`src/rtl/uart_tx_pkg.sv`:
```
// Shared types and constants for the FIFO-draining UART transmitter.
package uart_tx_pkg;

  localparam int unsigned DATA_WIDTH_DEF = 8;

  localparam logic PAR_EVEN = 1'b0;
  localparam logic PAR_ODD  = 1'b1;

  typedef enum logic [2:0] {
    StIdle,
    StStart,
    StData,
    StParity,
    StStop
  } tx_state_e;

endpackage

```
`src/rtl/uart_parity_calc.sv`:
```
// Combinational parity for one data word: even = XOR of bits, odd = its inverse.
module uart_parity_calc
  import uart_tx_pkg::*;
#(
  parameter int unsigned DATA_WIDTH = DATA_WIDTH_DEF
) (
  input  logic [DATA_WIDTH-1:0] i_data,
  input  logic                  i_par_typ,
  output logic                  o_par
);

  logic w_even;

  assign w_even = ^i_data;
  assign o_par  = (i_par_typ == PAR_ODD) ? ~w_even : w_even;

endmodule

```
`src/rtl/fifo_rd_uart_tx.sv`:
```
// FIFO read-side consumer: pops one word per UART frame and serialises it on TX_OUT.
module fifo_rd_uart_tx
  import uart_tx_pkg::*;
#(
  parameter int unsigned DATA_WIDTH = DATA_WIDTH_DEF
) (
  input  logic                  R_CLK,
  input  logic                  R_RST,
  input  logic                  R_EMPTY,
  input  logic [DATA_WIDTH-1:0] RD_DATA,
  input  logic                  PAR_EN,
  input  logic                  PAR_TYP,
  output logic                  R_INC,
  output logic                  TX_OUT,
  output logic                  BUSY
);

  localparam int unsigned       CntW    = (DATA_WIDTH > 1) ? $clog2(DATA_WIDTH) : 1;
  localparam logic [CntW-1:0]   CntLast = CntW'(DATA_WIDTH - 1);

  tx_state_e             r_state, w_state_d;
  logic [DATA_WIDTH-1:0] r_shift, w_shift_d;
  logic [CntW-1:0]       r_cnt, w_cnt_d;
  logic                  r_par_en, r_par_bit, w_par_bit;
  logic                  r_tx, w_tx_d, r_busy;
  logic                  w_pop;

  uart_parity_calc #(
    .DATA_WIDTH(DATA_WIDTH)
  ) u_parity (
    .i_data   (RD_DATA),
    .i_par_typ(PAR_TYP),
    .o_par    (w_par_bit)
  );

  // Pop only from a frame boundary so consecutive frames stay gap-free.
  assign w_pop  = ((r_state == StIdle) || (r_state == StStop)) && !R_EMPTY && !R_RST;
  assign R_INC  = w_pop;
  assign TX_OUT = r_tx;
  assign BUSY   = r_busy;

  always_comb begin
    w_state_d = r_state;
    w_shift_d = r_shift;
    w_cnt_d   = r_cnt;
    unique case (r_state)
      StIdle:   if (w_pop) w_state_d = StStart;
      StStart:  w_state_d = StData;
      StData: begin
        if (r_cnt == CntLast) begin
          w_cnt_d   = '0;
          w_state_d = r_par_en ? StParity : StStop;
        end else begin
          w_cnt_d   = r_cnt + 1'b1;
          w_shift_d = r_shift >> 1;
        end
      end
      StParity: w_state_d = StStop;
      StStop:   w_state_d = w_pop ? StStart : StIdle;
      default:  w_state_d = StIdle;
    endcase
    if (w_pop) w_shift_d = RD_DATA;
  end

  // Line level is registered from the upcoming state so it lines up with the state.
  always_comb begin
    w_tx_d = 1'b1;
    unique case (w_state_d)
      StStart:  w_tx_d = 1'b0;
      StData:   w_tx_d = w_shift_d[0];
      StParity: w_tx_d = r_par_bit;
      default:  w_tx_d = 1'b1;
    endcase
  end

  always_ff @(posedge R_CLK or posedge R_RST) begin
    if (R_RST) begin
      r_state   <= StIdle;
      r_shift   <= '0;
      r_cnt     <= '0;
      r_par_en  <= 1'b0;
      r_par_bit <= 1'b0;
      r_tx      <= 1'b1;
      r_busy    <= 1'b0;
    end else begin
      r_state <= w_state_d;
      r_shift <= w_shift_d;
      r_cnt   <= w_cnt_d;
      r_tx    <= w_tx_d;
      r_busy  <= (w_state_d != StIdle);
      if (w_pop) begin
        r_par_en  <= PAR_EN;
        r_par_bit <= w_par_bit;
      end
    end
  end

endmodule
```
`config.mk`:
```
export PLATFORM = sky130hd
export DESIGN_NAME = fifo_rd_uart_tx
export DESIGN_NICKNAME = d
export VERILOG_FILES = /design/src/rtl/uart_tx_pkg.sv /design/src/rtl/uart_parity_calc.sv /design/src/rtl/fifo_rd_uart_tx.sv
export SDC_FILE = /design/constraint.sdc
export NUM_CORES = 1
export LEC_CHECK = 0
export ABC_CLOCK_PERIOD_IN_PS = 1900
export CORE_UTILIZATION = 50
export DETAILED_ROUTE_END_ITERATION = 12
export PLACE_DENSITY = 0.76
export REMOVE_ABC_BUFFERS = 1
export SETUP_SLACK_MARGIN = 0.02
export SKIP_LAST_GASP = 1
export SLEW_MARGIN = 0
export SYNTH_ARGS = -nofsm -noshare
export SYNTH_HDL_FRONTEND = slang
export SYNTH_SLANG_ARGS = --single-unit
```
`constraint.sdc`:
```
create_clock -name R_CLK -period 1.9 [get_ports R_CLK]
set_input_delay 0.19 -clock R_CLK [delete_from_list [all_inputs] [get_ports R_CLK]]
set_output_delay 0.19 -clock R_CLK [all_outputs]
set_load 0.05 [all_outputs]
```
==> impl_metrics.xml, run 1 <==
<?xml version="1.0" encoding="UTF-8"?>
<metrics>
  <group name="outcome">
    <metric name="run_status" unit="">complete, no violations</metric>
  </group>
  <group name="job">
    <metric name="max_cap_violations" unit="">0</metric>
  </group>
  <group name="detailed_routing">
    <metric name="routed-via-count" unit="">654</metric>
    <metric name="routed_via_density" unit="">5.23</metric>
    <metric name="route.final.wire_length" unit="mm">1.62</metric>
    <metric name="drt-pass1-iter-count" unit="">8</metric>
    <metric name="drt_iter0_drc" unit="">23</metric>
    <metric name="drt.antenna.violating_nets" unit="">0</metric>
    <metric name="drc_errors" unit="">0</metric>
    <metric name="routed_wire_length_per_instance" unit="µm">13.0</metric>
  </group>
  <group name="final_layout">
    <metric name="post-route-util" unit="%">69.7</metric>
    <metric name="final_layout_size_suffix_gt1_share" unit="%">13.9</metric>
    <metric name="diodes" unit="">0</metric>
    <metric name="layout.cells.most_common_list" unit="">dfrtp_1, nand2_1, clkdlybuf4s50_1, a22oi_1</metric>
    <metric name="finalNetCount" unit="">117</metric>
    <metric name="num-fill-cells" unit="">117</metric>
    <metric name="postLayoutCellArea" unit="µm²">1110</metric>
    <metric name="p_r_area_growth_vs_syn" unit="%">24.4</metric>
  </group>
  <group name="floorplanning">
    <metric name="top_ports" unit="">16</metric>
    <metric name="start_util" unit="%">56.0</metric>
    <metric name="core_region_area" unit="µm²">1590</metric>
    <metric name="fp-row-count" unit="">14</metric>
    <metric name="design.die.area" unit="µm²">1960</metric>
    <metric name="fp.dieH" unit="µm">44.3</metric>
    <metric name="floorplan.die.width" unit="µm">44.3</metric>
  </group>
  <group name="placement">
    <metric name="port_buffers" unit="">15</metric>
    <metric name="gp_congestion" unit="">0.813</metric>
    <metric name="placement.cell_area" unit="µm²">1070</metric>
    <metric name="dpl.hpwl" unit="mm">1.27</metric>
  </group>
  <group name="pwr">
    <metric name="peakVddDrop" unit="V">0.000894</metric>
    <metric name="p_switching" unit="mW">0.599</metric>
    <metric name="power.share.clock" unit="%">14.8</metric>
    <metric name="intPower" unit="mW">0.978</metric>
    <metric name="pwr-share-comb" unit="%">42.5</metric>
    <metric name="power_leakage" unit="nW">0.507</metric>
    <metric name="switching_share" unit="%">38.0</metric>
    <metric name="seqPwrFrac" unit="%">42.7</metric>
    <metric name="cellPowerDensity" unit="nW/µm²">1420</metric>
  </group>
  <group name="worst_setup_path">
    <metric name="timing.critical_path.max_delay_family" unit="">buffers and inverters</metric>
    <metric name="timing.critical_path.cells" unit="">clkdlybuf4s50_1</metric>
    <metric name="critical_path.max_fanout" unit="">1</metric>
    <metric name="type_of_element_launching_the_critical_path" unit="">flip-flop</metric>
    <metric name="crit_required" unit="ns">1.71</metric>
    <metric name="critical_path_data_arrival_time" unit="ns">1.60</metric>
    <metric name="timing.critical_path.buf_inv" unit="">1</metric>
    <metric name="worstSetupEndpointType" unit="">output pin</metric>
    <metric name="timing.critical_path.slowest_cell_delay" unit="ns">0.79</metric>
    <metric name="worst_path_max_delay_cell" unit="">clkdlybuf4s50_1</metric>
    <metric name="critical_path_class" unit="">reg2out</metric>
  </group>
  <group name="global_routing">
    <metric name="groute.layer.met3.usage" unit="%">2.45</metric>
    <metric name="number_of_global_route_vias_before_repair" unit="">648</metric>
    <metric name="grt_start_max_net_pins" unit="">19</metric>
    <metric name="grtUsageMet2" unit="%">30.0</metric>
    <metric name="grt_usage" unit="%">19.3</metric>
    <metric name="grt-ovfl-total" unit="">0</metric>
    <metric name="grt_antenna_before_repair" unit="">0</metric>
    <metric name="groute.layer.met1.usage" unit="%">27.7</metric>
    <metric name="grt_first_pass_wirelength" unit="mm">2.82</metric>
    <metric name="busiest_layer" unit="">met2</metric>
  </group>
  <group name="clocking">
    <metric name="clk_pin_slew" unit="ns">0.10</metric>
    <metric name="clk_latency" unit="ns">0.29</metric>
    <metric name="cts_tree" unit="">done</metric>
    <metric name="cts_made_buffers" unit="">3</metric>
    <metric name="post-cts-setup-buffers" unit="">0</metric>
    <metric name="cts_num_sinks" unit="">18</metric>
    <metric name="cts_resized" unit="">0</metric>
    <metric name="postCtsHoldBufs" unit="">0</metric>
    <metric name="clock-root-buffer" unit="">clkbuf_4</metric>
    <metric name="htree_levels" unit="">1</metric>
    <metric name="max-clock-path-buffers" unit="">2</metric>
  </group>
  <group name="logic_synthesis">
    <metric name="synthesis.area_per_instance" unit="µm²">10.8</metric>
    <metric name="syn_area" unit="µm²">893</metric>
    <metric name="yosysWarnings" unit="">0</metric>
    <metric name="seq_area_frac_synth" unit="%">50.6</metric>
    <metric name="flops_latches_synth" unit="">18</metric>
    <metric name="synthesis.instances" unit="">83</metric>
    <metric name="ys_types" unit="">30</metric>
  </group>
  <group name="worst_hold_path">
    <metric name="timing.hold.worst.class" unit="">in2async</metric>
  </group>
  <group name="timing">
    <metric name="timing.max_slew.rel_slack" unit="%">55.4</metric>
    <metric name="finalSetupViolCount" unit="">0</metric>
    <metric name="clock.fmax" unit="GHz">0.559</metric>
    <metric name="finalClockSkew" unit="ns">0.00160</metric>
    <metric name="final.min_clock_period" unit="ns">1.79</metric>
    <metric name="slew_violations" unit="">0</metric>
    <metric name="finalHoldViolations" unit="">0</metric>
    <metric name="fin_tns_setup" unit="ns">0</metric>
    <metric name="final.period_utilization" unit="%">94.1</metric>
    <metric name="rsz_0062_raised_after_global_routing" unit="">false</metric>
    <metric name="tightestPinTransition" unit="ns">0.669</metric>
    <metric name="hold_worst_slack" unit="ns">0.321</metric>
  </group>
</metrics>
## metal layers
layer,share of wire (%),up-vias
met1,48,320
li1,-,316
met4,0.56,0
met5,0,-
met3,4.1,2
met2,47,16
## synth_stat cells (all sizes together)
cell type   n  share of area [%]
mux2        2                2.5
ha          2                2.8
nand2      18                7.8
a31o        1               0.98
nand4       1               0.70
o21ai       7                4.3
inv         3                1.3
nor4b       1                2.7
a22oi       5                4.2
nand3       1               0.56
dfstp       1                2.9
a21oi       1               0.56
nor2b       2                1.4
and3b       1               0.98
dfrtp      17                 48
nand2b      2                1.4
xor2        2                2.0
xnor2       4                3.9
mux2i       2                2.2
xnor3       1                2.5
nor3b       1               0.84
nor2        6                3.9
buf         2                1.8
## flip-flops by register name, indices dropped and copies added, names as in the netlist
register / flops
r_shift: 8
r_cnt: 3
r_state: 3
BUSY: 1
TX_OUT: 1
r_par_bit: 1
r_par_en: 1
## logic make-up after synthesis
logic type               count (synthesis)  share of synthesized area [%]
AND/OR/NAND/NOR                         33                           20.3
flip-flops                              18                           50.6
buffers and inverters                    5                           3.08
XOR/XNOR                                 7                           8.40
adder cells (fa/ha/maj)                  2                           2.80
multiplexers                             4                           4.76
AO/OA/AOI/OAI                           14                           10.1
## area by class of cell
class	instances	area, µm²	share of cell area (%)
multi-input combinational	60	414	37.3
tap	24	30.0	2.70
timing repair buffer	16	168	15.1
inverter	3	11.3	1.01
clock buffer	4	36.3	3.27
sequential	18	452	40.7
## worst paths after layout
| check | startpoint | to | slack [ns] | cells past startpoint |
|---|---|---|---|---|
| max in group asynchronous | R_RST | r_shift[6] | 1.16 | 2 |
| min in group R_CLK | PAR_EN | r_par_en | 0.42 | 3 |
| min reg2reg | r_shift[3] | r_shift[3] | 0.50 | 2 |
| max | TX_OUT | TX_OUT | 0.11 | 1 |
| max reg2reg | r_cnt[0] | TX_OUT | 0.19 | 6 |
| min | R_RST | r_shift[2] | 0.32 | 2 |
## power groups by stage
| stage | combinational (mW) | sequential [mW] | clock [mW] |
|---|---|---|---|
| after global routing | 0.748 | 0.692 | 0.253 |
| after global placement | 0.657 | 0.672 | 0 |
| final | 0.670 | 0.674 | 0.234 |
| after detailed placement | 0.675 | 0.681 | 0 |
| after CTS | 0.676 | 0.673 | 0.242 |
| after floorplan | 0.424 | 0.721 | 0 |
## per-stage QoR
| step | power [mW] | setup WS (ns) | cells |
|---|---|---|---|
| after CTS | 1.59 | 0.0979 | 125 |
| after detailed placement | 1.36 | 0.195 | 121 |
| after global placement | 1.33 | 0.231 | 121 |
| final | 1.58 | 0.111 | 125 |
| after floorplan | 1.15 | -0.00250 | 81 |
| after global routing | 1.69 | 0.0704 | 125 |
## worst reg2reg max path, delay by kind of cell, from the launching register on
kind	cells	cell delay, ns
AO/OA/AOI/OAI	1	0.05
multiplexers	1	0.25
AND/OR/NAND/NOR	2	0.51
adder cells (fa/ha/maj)	2	0.44
flip-flops	1	0.40
Power figures use the tool's default switching activity.
==> inputs of run 2 (changes only) <==
CAP_MARGIN = 30   (was unset)
==> results of run 2 <==
Same layout as run 1: the final DEF is identical, and so are final timing and power.
